**config.mk**
```make
export PLATFORM = sky130hd
export DESIGN_NAME = serial_cmp_ctrl
export DESIGN_NICKNAME = d
export VERILOG_FILES = /design/src/rtl/serial_cmp_ctrl.sv
export SDC_FILE = /design/constraint.sdc
export NUM_CORES = 1
export LEC_CHECK = 0
export ABC_CLOCK_PERIOD_IN_PS = 1450
export CELL_PAD_IN_SITES_DETAIL_PLACEMENT = 1
export CELL_PAD_IN_SITES_GLOBAL_PLACEMENT = 1
export CORE_ASPECT_RATIO = 2
export CORE_MARGIN = 2
export CORE_UTILIZATION = 34
export DETAILED_ROUTE_END_ITERATION = 16
export PLACE_DENSITY_LB_ADDON = 0.25
export SYNTH_ARGS = -nofsm -noshare
export SYNTH_HDL_FRONTEND = slang
export SYNTH_SLANG_ARGS = --single-unit
```
**constraint.sdc**
```tcl
create_clock -name clk -period 1.45 [get_ports clk]
set_input_delay 0.435 -clock clk [delete_from_list [all_inputs] [get_ports clk]]
set_output_delay 0.435 -clock clk [all_outputs]
set_load 0.05 [all_outputs]
```
**src/rtl/serial_cmp_ctrl.sv**
```systemverilog
// serial_cmp_ctrl: compares two WIDTH-bit unsigned operands through one
// external 2-bit comparator slice. Slices are scanned starting at the MSB,
// with one slice handled per clock.
// Optional feature macro: CMP_EARLY_EXIT_EN. When it is defined, the scan
// stops at the first unequal slice. When it is not defined, every slice is
// always scanned, and a sticky 'decided' flag keeps the first unequal result.
module serial_cmp_ctrl #(
  parameter int WIDTH = 8
) (
  input  logic             clk,
  input  logic             rst_n,
  input  logic             in_valid,
  output logic             in_ready,
  input  logic [WIDTH-1:0] a,
  input  logic [WIDTH-1:0] b,
  output logic [1:0]       slice_a,
  output logic [1:0]       slice_b,
  input  logic             slice_gt,
  input  logic             slice_eq,
  output logic             out_valid,
  input  logic             out_ready,
  output logic             gt,
  output logic             eq,
  output logic             lt,
  output logic             busy
);

  localparam int NSL   = WIDTH / 2;
  localparam int IDX_W = (NSL > 1) ? $clog2(NSL) : 1;

  typedef enum logic [1:0] {
    IDLE = 2'd0,
    RUN  = 2'd1,
    DONE = 2'd2
  } state_e;

  state_e             state_q, state_d;
  logic [WIDTH-1:0]   a_q, b_q;
  logic [IDX_W-1:0]   idx_q;
  logic               gt_q, eq_q, lt_q;

  logic               finish;
  logic               res_gt, res_eq, res_lt;

`ifndef CMP_EARLY_EXIT_EN
  logic               dec_q, dgt_q;
  logic               res_dec;
`endif

  // Work out this cycle's slice verdict and whether the scan ends here.
  always_comb begin
`ifdef CMP_EARLY_EXIT_EN
    finish  = ~slice_eq | (idx_q == '0);
    res_gt  = ~slice_eq & slice_gt;
    res_eq  = slice_eq;
`else
    // An earlier unequal slice wins. The current slice only matters while undecided.
    finish  = (idx_q == '0);
    res_dec = dec_q | ~slice_eq;
    res_gt  = dec_q ? dgt_q : (~slice_eq & slice_gt);
    res_eq  = ~res_dec;
`endif
    res_lt  = ~res_eq & ~res_gt;
  end

  // State register.
  always_ff @(posedge clk or negedge rst_n) begin
    if (!rst_n) state_q <= IDLE;
    else        state_q <= state_d;
  end

  // Next-state logic: IDLE -> RUN -> DONE -> IDLE.
  always_comb begin
    state_d = state_q;
    unique case (state_q)
      IDLE:    if (in_valid)  state_d = RUN;
      RUN:     if (finish)    state_d = DONE;
      DONE:    if (out_ready) state_d = IDLE;
      default:                state_d = IDLE;
    endcase
  end

  // Outputs decoded from state and registers.
  always_comb begin
    in_ready  = (state_q == IDLE);
    out_valid = (state_q == DONE);
    busy      = (state_q != IDLE);
    slice_a   = a_q[{idx_q, 1'b0} +: 2];
    slice_b   = b_q[{idx_q, 1'b0} +: 2];
    gt        = gt_q;
    eq        = eq_q;
    lt        = lt_q;
  end

  // Datapath: operand capture, slice index, and result flags.
  always_ff @(posedge clk or negedge rst_n) begin
    if (!rst_n) begin
      a_q   <= '0;
      b_q   <= '0;
      idx_q <= '0;
      gt_q  <= 1'b0;
      eq_q  <= 1'b0;
      lt_q  <= 1'b0;
`ifndef CMP_EARLY_EXIT_EN
      dec_q <= 1'b0;
      dgt_q <= 1'b0;
`endif
    end else begin
      unique case (state_q)
        IDLE: begin
          if (in_valid) begin
            a_q   <= a;
            b_q   <= b;
            idx_q <= IDX_W'(NSL - 1);
            gt_q  <= 1'b0;
            eq_q  <= 1'b0;
            lt_q  <= 1'b0;
`ifndef CMP_EARLY_EXIT_EN
            dec_q <= 1'b0;
            dgt_q <= 1'b0;
`endif
          end
        end
        RUN: begin
`ifndef CMP_EARLY_EXIT_EN
          dec_q <= res_dec;
          dgt_q <= res_gt;
`endif
          if (finish) begin
            gt_q <= res_gt;
            eq_q <= res_eq;
            lt_q <= res_lt;
          end else begin
            idx_q <= idx_q - IDX_W'(1);
          end
        end
        default: ;
      endcase
    end
  end

endmodule

```
* After elaboration in Yosys (flattened, before gate mapping)
Cells that the tools add are included.
** Storage, ports and cells
- Input bits :: 22
- Register bits :: 25
- Output and inout bits :: 10
- Logic and storage cells :: 50
** Operators by class
- Mux-type cells :: 17
- Bitwise operators :: 6
- Add/subtract/negate cells :: 1
- Equality and inequality tests :: 6
- Shift-type cells :: 2
- Reduce and logical (&&, ||, !) cells :: 9
** Operator list (count)
- $shiftx 8x4->2 :: 2
- $mux 2 :: 5
- $pmux 1 s2 :: 5
- $reduce_and 3->1 :: 3
- $ne 2x2->1 const B :: 3
- $pmux 2 s3 :: 1
- $mux 1 :: 5
- $logic_not 2->1 :: 2
- $pmux 2 s2 :: 1
- $reduce_and 2->1 :: 2
- $reduce_bool 2->1 :: 2
- $not 1->1 :: 3
- $and 1x1->1 :: 2
- $eq 2x1->1 const B :: 1
- $eq 2x2->1 const B :: 1
- $ne 2x1->1 const B :: 1
- $sub 2x1->2 const B :: 1
- $or 1x1->1 :: 1

* Depth between registers and ports, before layout
Gate-level depths: netlist of the first run.
- Depth after elaboration :: 7
- Gate-level depth with buffers :: 6
- Depth with buffers taken out :: 5

* Worst setup path before layout of the first run
No wires, ideal clock.
- Kind :: register to output
- Start point :: register state_q[1]
- End point :: output port in_ready
- Buffers on the path :: 1
- Path slack :: -143 ps
- Data arrival time :: 1158 ps
- Data required time :: 1015 ps
- Cell stages (with the launch flop) :: 4
- Cell sequence :: dfrtp_1 buf_6 or2_4 inv_1
** On the way
- Longest elaborated chain between the ends :: 1
** RTL lines
- start: declaration :: RTL line 37 : state_e state_q, state_d;
- start signal: assignment :: RTL line 69 : else state_q <= state_d;
- $logic_not 2->1 :: RTL line 85 : in_ready = (state_q == IDLE);
- end: declaration :: RTL line 13 : output logic in_ready,
Every way passes these cells.

* Final worst setup path of the first run
- Start point :: register idx_q[0]
- End point :: output port slice_b[1]
** On the way
- Longest elaborated chain between the ends :: 1
** RTL lines
- start: declaration :: RTL line 39 : logic [IDX_W-1:0] idx_q;
- start signal: assignment :: RTL line 114 : idx_q <= IDX_W'(NSL - 1);
- start signal: assignment :: RTL line 134 : idx_q <= idx_q - IDX_W'(1);
- $shiftx 8x4->2 :: RTL line 89 : slice_b = b_q[{idx_q, 1'b0} +: 2];
- end: declaration :: RTL line 17 : output logic [1:0] slice_b,
Every way passes these cells.

==> results by group, run 1 <==
Status
  • Status: finished with violations
  • Failing checks: setup timing

Floorplan
  • Die Area: between 0.004 and 0.005 sq mm
  • Core ar.: approximately 0.0034 sq mm
  • Standard-cell rows: 30
  • Initial Utilization: about 36%
  • Die width: ~46 microns
  • Height of the die: just under 90 microns
  • Num ports: 32

Synth
  • Synth cell types: 25
  • Yosys reg bits: 25
  • Synth top area share: between 50% and 60%
  • Seq/Total Area, Yosys: between 50 and 60%
  • Synth Warn #: 0
  • Syn avg cell area: 13.55 sq um
  • Number of enable flip-flop cells after synthesis: 0
  • Ys async rst share: 100.0%
  • Area contributors post-synth: dfrtp_1, mux2_4, mux4_2
  • Dominant cell type by area after synthesis: dfrtp_1
  • Syn Inst Count: 90
  • Post-Synthesis Cell Area: 0.001220 sq mm
  • Syn_nets: approximately 110
  • Synth Flop Type: dfrtp_1

Pwr
  • Lkg Pwr: between 0.8 and 0.9 nW
  • Power Total: 5.024 mW
  • Worst vdd ir: approximately 1.3 mV
  • Pwr dens: roughly 2500 mW/mm^2

Critical path
  • CP Capture Type: output port
  • WP data arrival: 1440 ps
  • Worst r2r src: idx_q[0]$_DFFE_PN0P_
  • Data required, critical path: slightly above 1000 ps
  • Worst Path Max Fanout: 5
  • CP startpoint kind: flop
  • R2R Path End: idx_q[0]$_DFFE_PN0P_
  • Reg2Reg Depth: 8
  • CP Class: flop to output port
  • FF-to-FF setup slack: -250 ps

Worst hold path
  • HP Class: flop to flop
  • Hold Startpoint: a_q[7]$_DFFE_PN0P_
  • Hold path endpoint: a_q[7]$_DFFE_PN0P_
  • Hold Path Cell Cnt: 1

GRT
  • Vias in the first global route: between 1000 and 1500
  • Total track usage: 19.73%
  • Largest net degree at the start of global routing: 26
  • Initial antenna violation count: 0
  • Gr ovfl total: 0
  • First-pass GRT wire length: around 5600 microns

Clock tree
  • H-tree levels: 1
  • Clock Latency Late Sink: ~270 ps
  • Clk slew on worst S/H paths: 90 ps
  • CTS tree: yes
  • Clock buffer count from CTS: 3
  • Clock root cell: clkbuf_8
  • CTS Buffer Depth: 2
  • Clock sink count: 25
  • CTS Hold Bufs: 0

STA
  • RSZ-0062 raised after global routing: yes
  • WHS: roughly 510 ps
  • Least-Margin Pin Slew: about 280 ps
  • Max_slew headroom: between 80% and 90%
  • Endpoints failing setup: 30
  • Final Hold Vio Count: 0
  • Setup TNS: -4041 ps
  • Max Clk Rate: 532.1 MHz
  • Final Cycle Share: 129.6%
  • Final WS setup: -429.2 ps
  • Final Max Tran Viols: 0
  • Fin Clk Skew: 3.196 ps
  • Final min period: between 1500 and 2000 ps

Detailed routing
  • Remaining routing DRC violations: 0
  • Final wirelength: roughly 3500 microns
  • Antenna viol nets, final: 0
  • Number of DRC markers in iteration 0: 16
  • Routed wire per std cell: around 18 microns
  • TritonRoute pass-1 iters: 3
  • Via density per instance: approximately 4.8
  • DR vias: approximately 900

Placement
  • DP HPWL: roughly 2400 microns
  • RePlAce Congestion: ~0.7
  • Placed Cells: approximately 180
  • PortBufs: 31

Cells and area
  • Layout Nets: about 170
  • Sequential cell area: about 630 sq um
  • Number of diodes: 0
  • Fill cells: roughly 350
  • Layout cells sized above 1: between 50% and 60%
  • Commonest cells after routing, fill and taps aside: dfrtp_1, clkdlybuf4s50_1, mux2_4, buf_4, buf_6
  • Synthesis-to-finish area growth: 63.08%
  • Commonest non-fill, non-tap cell in the layout: dfrtp_1
  • Area occupied by multi-input gates: 614.3 sq um
  • Final Instance Count excl. Fillers: roughly 190

Job
  • Max-cap check violation count: 0
worst max path at each step:
| stage | start | end | slack (ps) | cells past startpoint |
|---|---|---|---|---|
| final | idx_q[0]$_DFFE_PN0P_ | slice_b[1] | -430 | 2 |
| after global routing | idx_q[0]$_DFFE_PN0P_ | slice_a[0] | -500 | 2 |
| after CTS | idx_q[0]$_DFFE_PN0P_ | slice_b[0] | -450 | 2 |
| after detailed placement | in_valid | b_q[7]$_DFFE_PN0P_ | -330 | 5 |
| after global placement | in_valid | a_q[4]$_DFFE_PN0P_ | -310 | 5 |
| after floorplan | state_q[1]$_DFFE_PN0P_ | a_q[0]$_DFFE_PN0P_ | -80 | 5 |
worst max-delay path, stage by stage (launching register included):
cell,delay [ps]
dfrtp_2,460
mux4_2,540
buf_6,170
cell usage after synthesis, types with 2 or more instances:
cell and number:
mux2_4 10, nor2_1 3, dfrtp_1 25, mux4_2 4, mux2_2 7, a21oi_1 3, a22oi_1 2, o31ai_1 2
nand2_1 4, inv_1 9, o21ai_0 7
kinds of logic after synthesis:
family / Yosys count / synth area share, %
muxes: 21 / 26.15
AOI/OAI and AO/OA: 17 / 8.717
buffers and inverters: 12 / 5.743
adders and majority gates: 1 / 1.025
and+or+nand+nor: 14 / 7.078
DFF: 25 / 51.28
through the flow:
stage | setup WS [ps] | instance area (sq um) | util, %
final | -429.2 | 1989 | 58.24
after global routing | -496.6 | 1989 | 58.24
after CTS | -449.2 | 1909 | 55.90
after detailed placement | -332.4 | 1735 | 50.81
after global placement | -305.3 | 1735 | 50.81
after floorplan | -80.78 | 1230 | -
layout make-up:
type | instances | area share [%]
Tap cell | 48 | 3.019
Clock buffer | 4 | 2.264
Timing Repair Buffer | 53 | 30.19
Inverter | 9 | 2.138
Sequential cell | 25 | 31.51
Multi-Input combinational cell | 53 | 30.88
per-layer routing:
layer  part of all wire (%)  GRT usage [%]
met3                    3.4          1.633
met5                      0              0
met1                     33          20.34
met2                     62          38.64
met4                    1.5          6.234
timing repair:
item | in CTS | in global routing
endpoints found under the setup margin | 30 | 27
setup buffers | 6 | 4
gates resized for setup | 28 | 14
pin swaps | 4 | 3
power breakdown:
part / switching (mW) / leakage (nW) / internal [mW]
registers: 0.297 / 0.299 / 1.04
clock network: 0.226 / 0.0228 / 0.197
logic: 1.53 / 0.567 / 1.73
state kept, by name, indices dropped and copies added (netlist names):
signal   count
dgt_q        1
b_q          8
lt           1
idx_q        2
eq           1
state_q      2
a_q          8
dec_q        1
gt           1
(Power assumes the default switching activity.)
==> run 2: changes to the inputs <==
Settings changed: MAX_ROUTING_LAYER set to met4.
==> results by group, run 2 (synthesized netlist as in run 1, its figures left out) <==
Status
  • Status: finished with violations (unchanged)
  • Failing checks: setup timing (unchanged)

Critical path
  • WP data arrival: 1440 ps (about the same)
  • CP Capture Type: output port (unchanged)
  • CP Class: flop to output port (unchanged)
  • Worst Path Max Fanout: 5 (unchanged)
  • Data required, critical path: 1020 ps (about the same)
  • CP startpoint kind: flop (unchanged)

Clock tree
  • Clock Latency Late Sink: 270 ps (about the same)
  • Clock root cell: clkbuf_8 (unchanged)
  • CTS tree: yes (unchanged)
  • Clock sink count: 25 (unchanged)
  • H-tree levels: 1 (unchanged)
  • CTS Buffer Depth: 2 (unchanged)
  • Clk slew on worst S/H paths: 90 ps (about the same)
  • Clock buffer count from CTS: 3 (unchanged)

Pwr
  • Sw Ratio: 40.90% (was 40.95%)
  • Worst vdd ir: 1.256 mV (about the same)
  • Pwr dens: 2524 mW/mm^2 (was 2525 mW/mm^2)
  • Gate power share: 65.0% (about the same)
  • Part of the power in registers: 26.6% (about the same)
  • Clk pwr share: 8.4% (about the same)
  • Cell Int Power: 2.967 mW (about the same)
  • P_sw: 2.053 mW (was 2.057 mW)
  • Lkg Pwr: 0.8887 nW (unchanged)

Cells and area
  • Layout Nets: 168 (unchanged)
  • Commonest cells after routing, fill and taps aside: dfrtp_1, clkdlybuf4s50_1, mux2_4, buf_4, buf_6 (unchanged)
  • Number of diodes: 0 (unchanged)
  • Sequential cell area: 626.9 sq um (unchanged)
  • Area occupied by multi-input gates: 614.3 sq um (unchanged)
  • Layout cells sized above 1: 52.78% (unchanged)
  • Synthesis-to-finish area growth: 63.08% (unchanged)
  • Commonest non-fill, non-tap cell in the layout: dfrtp_1 (unchanged)
  • Largest regs: a_q (8), b_q (8) (unchanged)
  • Fill cells: 351 (unchanged)

Detailed routing
  • Antenna viol nets, final: 0 (unchanged)
  • TritonRoute pass-1 iters: 3 (unchanged)
  • Number of DRC markers in iteration 0: 8 (was 16)
  • Routed wire per std cell: 18.09 microns (was 18.06 microns)
  • Final wirelength: 3473 microns (was 3467 microns)
  • DR vias: 930 (was 916)
  • Via density per instance: 4.844 (was 4.771)
  • Remaining routing DRC violations: 0 (unchanged)

Floorplan
  • Standard-cell rows: 30 (unchanged)
  • Initial Utilization: 35.71% (unchanged)
  • Die width: 46.36 microns (unchanged)
  • Die Area: 0.004112 sq mm (unchanged)
  • Num ports: 32 (unchanged)
  • Height of the die: 88.71 microns (unchanged)
  • Core ar.: 0.003416 sq mm (unchanged)

STA
  • Final Max Tran Viols: 0 (unchanged)
  • Final WS setup: -428.3 ps (was -429.2 ps)
  • Least-Margin Pin Slew: 278.2 ps (was 277.9 ps)
  • Final Hold Vio Count: 0 (unchanged)
  • Max Clk Rate: 532.4 MHz (was 532.1 MHz)
  • Final Cycle Share: 129.5% (was 129.6%)
  • Setup TNS: -3976 ps (was -4041 ps)
  • Max_slew headroom: 81.46% (was 81.48%)
  • RSZ-0062 raised after global routing: yes (unchanged)
  • Fin Clk Skew: 3.457 ps (was 3.196 ps)
  • Final min period: 1878 ps (was 1879 ps)
  • Endpoints failing setup: 30 (unchanged)

GRT
  • Vias in the first global route: 1096 (was 1101)
  • Initial antenna violation count: 0 (unchanged)
  • Gr ovfl total: 0 (unchanged)
  • Largest net degree at the start of global routing: 26 (unchanged)
  • Total track usage: 20.34% (was 19.73%)
  • First-pass GRT wire length: 5644 microns (was 5637 microns)

Placement
  • RePlAce Congestion: 0.7046 (was 0.6971)
  • PortBufs: 31 (unchanged)
  • DP HPWL: 2389 microns (unchanged)
  • Post-Place Setup Slack: -332.4 ps (unchanged)

Job
  • Max-cap check violation count: 0 (unchanged)

Worst hold path
  • HP Class: flop to flop (unchanged)
[run 2: cell counts in the layout (fill, tap and decap cells not counted)]
No cell type changed its count.
[run 2: routing by layer]
| layer | part of all wire (%) | global-route usage, % | vias up |
|---|---|---|---|
| li1 | - | - | 426 |
| met4 | 2.4 | 6.234 | 0 |
| met1 | 33 | 20.60 | 470 |
| met5 | 0 | - | - |
| met2 | 61 | 38.51 | 26 |
| met3 | 3.4 | 1.633 | 8 |
[run 2: worst max-delay path: stages (launching register included)]
cell     delay [ps]
dfrtp_2         460
mux4_2          540
buf_6           170
[run 2: power groups by stage]
stage                     clock network (mW)  registers (mW)  logic (mW)
final                                  0.421            1.34        3.26
after global routing                   0.474            1.39        3.46
after CTS                              0.420            1.34        3.04
after detailed placement                   0            1.34        2.64
after global placement                     0            1.30        2.54
after floorplan                            0            1.31        1.67
[run 2: per-stage QoR]
stage               power, mW  utilization (%)  instances  instance area [sq um]  hold WS (ps)
floorplan               2.973                -         90                   1230         139.4
global placement        3.844            50.81        178                   1735         483.9
detailed placement      3.983            50.81        178                   1735         491.9
CTS                     4.796            55.90        188                   1909         512.1
global route            5.318            58.24        192                   1989         524.7
finish                  5.021            58.24        192                   1989         510.4
[run 2: area by class of cell]
type / count / share of cell area (%)
sequential: 25 / 31.51
multi-input combinational: 53 / 30.88
timing repair buffer: 53 / 30.19
inverter: 9 / 2.138
clock buffer: 4 / 2.264
tap: 48 / 3.019
[run 2: path summary, 6_finish.rpt]
path	from	end	slack [ps]	cells past startpoint
hold / removal	a_q[7]$_DFFE_PN0P_	a_q[7]$_DFFE_PN0P_	510	1
min in group asynchronous	rst_n	b_q[2]$_DFFE_PN0P_	520	2
setup reg to reg	idx_q[0]$_DFFE_PN0P_	idx_q[0]$_DFFE_PN0P_	-230	8
hold reg to reg	a_q[7]$_DFFE_PN0P_	a_q[7]$_DFFE_PN0P_	510	1
max in group asynchronous	rst_n	idx_q[0]$_DFFE_PN0P_	770	2
setup / recovery	idx_q[0]$_DFFE_PN0P_	slice_b[1]	-430	2
[run 2: what timing repair did]
item | CTS | global route
endpoints found under the setup margin | 30 | 26
hold endpoints to repair | 0 | 0
pin swaps | 4 | 3
hold buffers | 0 | 0
setup buffers | 6 | 4
gates resized for setup | 28 | 14
